`src/rtl/regfile_wb_arbiter.sv`:
```
// Round-robin write-back arbiter for the single register-file write port, with a
// per-register pending-write scoreboard that raises stall on read-after-write hazards.
module regfile_wb_arbiter #(
  parameter int NREQ = 3,
  parameter int XLEN = 32
) (
  input  logic                 clk,
  input  logic                 rst,
  input  logic [NREQ-1:0]      req,
  input  logic [5*NREQ-1:0]    req_rd,
  input  logic [XLEN*NREQ-1:0] req_data,
  output logic [NREQ-1:0]      gnt,
  output logic                 wr_en,
  output logic [4:0]           wr_rd,
  output logic [XLEN-1:0]      wr_data,
  input  logic                 issue_valid,
  input  logic [4:0]           issue_rd,
  input  logic [4:0]           chk_rs1,
  input  logic [4:0]           chk_rs2,
  output logic [31:0]          busy,
  output logic                 stall
);

  localparam int PW = (NREQ > 1) ? $clog2(NREQ) : 1;

  logic [PW-1:0]   rr_ptr_q, rr_ptr_d;
  logic            wr_en_q, wr_en_d;
  logic [4:0]      wr_rd_q, wr_rd_d;
  logic [XLEN-1:0] wr_data_q, wr_data_d;
  logic [31:0]     busy_q, busy_d;

  logic            gnt_any;
  logic [PW-1:0]   gnt_idx;
  logic [4:0]      sel_rd;
  logic [XLEN-1:0] sel_data;

  // Search starts at rr_ptr and wraps; the first requester found wins.
  always_comb begin
    int idx;
    gnt     = '0;
    gnt_any = 1'b0;
    gnt_idx = '0;
    idx     = 0;
    for (int k = 0; k < NREQ; k++) begin
      idx = int'(rr_ptr_q) + k;
      if (idx >= NREQ) idx = idx - NREQ;
      if (!gnt_any && req[idx]) begin
        gnt_any  = 1'b1;
        gnt_idx  = PW'(idx);
        gnt[idx] = 1'b1;
      end
    end
  end

  assign sel_rd   = req_rd[int'(gnt_idx)*5 +: 5];
  assign sel_data = req_data[int'(gnt_idx)*XLEN +: XLEN];

  always_comb begin
    rr_ptr_d  = rr_ptr_q;
    wr_en_d   = 1'b0;
    wr_rd_d   = wr_rd_q;
    wr_data_d = wr_data_q;
    busy_d    = busy_q;
    if (gnt_any) begin
      rr_ptr_d  = (int'(gnt_idx) == NREQ-1) ? '0 : gnt_idx + 1'b1;
      wr_en_d   = (sel_rd != 5'd0);
      wr_rd_d   = sel_rd;
      wr_data_d = sel_data;
      if (sel_rd != 5'd0) busy_d[sel_rd] = 1'b0;
    end
    // Applied after the clear so a newly issued producer keeps the register pending.
    if (issue_valid && issue_rd != 5'd0) busy_d[issue_rd] = 1'b1;
    busy_d[0] = 1'b0;
  end

  always_ff @(posedge clk or posedge rst) begin
    if (rst) begin
      rr_ptr_q  <= '0;
      wr_en_q   <= 1'b0;
      wr_rd_q   <= '0;
      wr_data_q <= '0;
      busy_q    <= '0;
    end else begin
      rr_ptr_q  <= rr_ptr_d;
      wr_en_q   <= wr_en_d;
      wr_rd_q   <= wr_rd_d;
      wr_data_q <= wr_data_d;
      busy_q    <= busy_d;
    end
  end

  assign wr_en   = wr_en_q;
  assign wr_rd   = wr_rd_q;
  assign wr_data = wr_data_q;
  assign busy    = busy_q;
  assign stall   = busy_q[chk_rs1] | busy_q[chk_rs2];

endmodule

```
`config.mk`:
```
export PLATFORM = sky130hd
export DESIGN_NAME = regfile_wb_arbiter
export DESIGN_NICKNAME = d
export VERILOG_FILES = /design/src/rtl/regfile_wb_arbiter.sv
export SDC_FILE = /design/constraint.sdc
export NUM_CORES = 1
export LEC_CHECK = 0
export ABC_AREA = 1
export BUFFER_PORTS_ARGS = -buffer_cell sky130_fd_sc_hd__buf_4
export CAP_MARGIN = 10
export CORE_ASPECT_RATIO = 1.1
export CORE_MARGIN = 2
export CORE_UTILIZATION = 53
export CTS_BUF_LIST = sky130_fd_sc_hd__clkbuf_16
export CTS_CLUSTER_SIZE = 8
export DETAILED_ROUTE_END_ITERATION = 12
export GPL_ROUTABILITY_DRIVEN = 1
export PLACE_DENSITY = 0.88
export SLEW_MARGIN = 10
export SYNTH_ARGS = -nofsm -noshare
export SYNTH_HDL_FRONTEND = slang
export SYNTH_SLANG_ARGS = --single-unit
```
`constraint.sdc`:
```
create_clock -name clk -period 3.6 [get_ports clk]
set_input_delay 0.36 -clock clk [delete_from_list [all_inputs] [get_ports clk]]
set_output_delay 0.36 -clock clk [all_outputs]
set_load 0.03 [all_outputs]
```
==> reports/qor.csv <==
stage,metric,value,unit
setup_path,worstPathArrival,3.35,ns
drt,remaining_drc_errors,0,
global_routing,overflow,0,
synthesis,yosys.area.top_type,dfrtp_1,
finish,fin_area,6738,um2
clock_tree,cts_num_sinks,71,
timing,setup_viol,0,
setup_path,crit_start,rr_ptr_q[0]$_DFFE_PP0N_,
global_routing,track_usage,0.3361,
timing,relSlewSlack,0.2717,
power_and_ir_drop,total_power,8.262,mW
setup_path,path_class,flop to flop,
synthesis,ys_top_cells_by_area,"dfrtp_1 (36%), nand2_1 (14%), nand3_1 (11%)",
synthesis,ys_seq_elements,71,
setup_path,r2r_start,rr_ptr_q[0]$_DFFE_PP0N_,
place,pre_cts_ws,0.5379,ns
timing,clock_skew,0.007919,ns
finish,nNetsFinal,1014,
floorplanning,fp.dieH,105.3,um
drt,wl_per_cell,17.37,um
drt,drt_iter0_drc,468,
place,port_buffers,204,
drt,dr.pass1.iters,5,
finish,multiInputGateArea,2824,um2
clock_tree,cts_made_buffers,9,
setup_path,path_max_fanout,48,
timing,setup_slack,0.4597,ns
timing,hold_viol_final,0,
clock_tree,cts_tree,built,
finish,drive_above_1_share,0.2978,
clock_tree,clockRootBuffer,clkbuf_16,
status,status,"complete, no violations",
setup_path,end_kind,flop,
setup_path,start_kind,flop,
timing,slew_viol_final,0,
timing,tns,0,ns
synthesis,synth_fp_nets,831,
synthesis,netlist_area,4946,um2
place,gp_congestion,0.9228,
synthesis,synthCells,695,
timing,fin_hold_ws,0.1982,ns
finish,layout_commonest_cell,buf_4,
timing,rsz0062_at_grt,false,
power_and_ir_drop,max-vdd-ir-drop,742.5,uV
drt,antenna_left,0,
finish,antennaDiodeCount,0,
drt,avgViaCountPerCell,6.009,
drt,totalWireLength,17320,um
finish,final_cell_mix,"buf_4 (207), nand2_1 (179), nand3_1 (113)",
finish,final_util,0.7517,
synthesis,yosys_warnings,0,
timing,period_minus_slack,3.140,ns
global_routing,grt_pass1_wl,26640,um
floorplanning,ios,206,
timing,worst_pin_slew,1.084,ns
finish,final_cell_count_no_fill,997,
global_routing,grt_pass1_vias,5592,
clock_tree,cts_setup_buffers,0,
clock_tree,cts_resized,0,
run,max_cap_violations,0,
floorplanning,coreArea,8964,um2
floorplanning,start_util,0.5518,
global_routing,grt_max_degree,86,
timing,max_freq,318.4,MHz
floorplanning,die_area,10120,um2
synthesis,synth_top_area_share,0.3592,
place,place_area,6466,um2
drt,vias,5991,
floorplanning,die_w,96.11,um
place,hpwl,12990,um
clock_tree,ctsHoldBuffers,0,
finish,layout-area-overhead-vs-synth,36.23,%
synthesis,yosysUniqueCellTypes,41,
clock_tree,htree_levels,3,
finish,regArea,1777,um2
clock_tree,insertion_delay,0.33,ns
synthesis,synth.avg_cell_area,7.117,um2
power_and_ir_drop,power.density,1226,nW/um2
setup_path,cp.required,3.81,ns
clock_tree,clk_pin_slew_worst_paths,0.05,ns
timing,finalCritPeriodShare,0.8723,
power_and_ir_drop,leakage,3.196,nW
global_routing,grt_antenna_before_repair,0,
clock_tree,cts_buffer_depth,2,
floorplanning,row_count,36,
min_path,hold_path_class,input pin to async pin,
synthesis,ys_seq_area_frac,0.3592,
finish,fillCellCount,681,
place,post-place-cells,980,
-- layout make-up --
type                    count  area share
clock inverters             7    0.006128
inverters                  39     0.02210
well taps                 114     0.02117
multi-input cells         548      0.4191
flip-flops and latches     71      0.2637
clock buffers               9     0.03343
repair buffers            209      0.2344
-- cell usage after synthesis (all sizes together) --
| master | number |
|---|---|
| dfrtp | 71 |
| o22ai | 8 |
| clkinv | 1 |
| inv | 38 |
| nor3 | 11 |
| o21ai | 74 |
| nand4 | 1 |
| o21bai | 2 |
| o311ai | 31 |
| nand2 | 189 |
| nand3 | 118 |
| o21a | 1 |
| a22oi | 1 |
| a32o | 2 |
| conb | 1 |
| clkbuf | 21 |
| a31oi | 2 |
| a41oi | 1 |
| o211ai | 4 |
| o221ai | 6 |
| nor2 | 85 |
| buf | 16 |
| ha | 4 |
| o31ai | 2 |
| o32ai | 1 |
| a21oi | 4 |
-- routing by layer --
layer / vias up / routed length (um) / global-route usage
li1: 2766 / - / -
met1: 2744 / 6217 / 0.3918
met2: 396 / 8628 / 0.5744
met3: 85 / 1475 / 0.06004
met4: 0 / 996 / 0.1786
met5: - / 0 / 0
-- worst paths after layout --
path | to | slack (ns) | depth (start not counted)
worst max-delay path | wr_data[9]$_DFFE_PP0N_ | 0.46 | 11
worst min-delay path | busy[10]$_DFF_PP0_ | 0.20 | 2
worst max register to register | wr_data[9]$_DFFE_PP0N_ | 0.46 | 11
worst min register to register | wr_data[22]$_DFFE_PP0N_ | 0.51 | 2
max in group asynchronous | wr_data[19]$_DFFE_PP0N_ | 2.46 | 3
min in group clk | wr_data[24]$_DFFE_PP0N_ | 0.24 | 3
-- power breakdown --
group,switching [mW],total [mW],internal [mW]
Sequential,0.347,1.57,1.23
Combinational,4.03,5.89,1.86
Clock,0.335,0.795,0.459
Total,4.72,8.26,3.55
-- sequential cells by signal, summed over array words and instances, names as in the netlist --
| name | count |
|---|---|
| wr_data | 32 |
| wr_en | 1 |
| wr_rd | 5 |
| busy | 31 |
| rr_ptr_q | 2 |
-- logic make-up (layout without fill, tap and decap cells) --
family / Yosys count / in the layout / synth area share
and+or+nand+nor: 404 / 404 / 0.3741
adders and majority gates: 4 / 4 / 0.01012
AOI/OAI and AO/OA: 139 / 139 / 0.1844
buffers and inverters: 76 / 264 / 0.07134
DFF: 71 / 71 / 0.3592
other: 1 / 1 / 0.0007582
-- critical path, cell delays in order (launching register included) --
cell      delay, ns
dfrtp_1        0.41
inv_1          0.08
ha_1           0.38
inv_2          0.15
nand3_1        0.09
nand2_1        0.16
nand3_2        0.20
nand3_4        0.17
nand2_4        0.33
inv_2          0.50
o21ai_0        0.19
o311ai_1       0.32
Note: power is estimated with default switching activity, not from simulation.
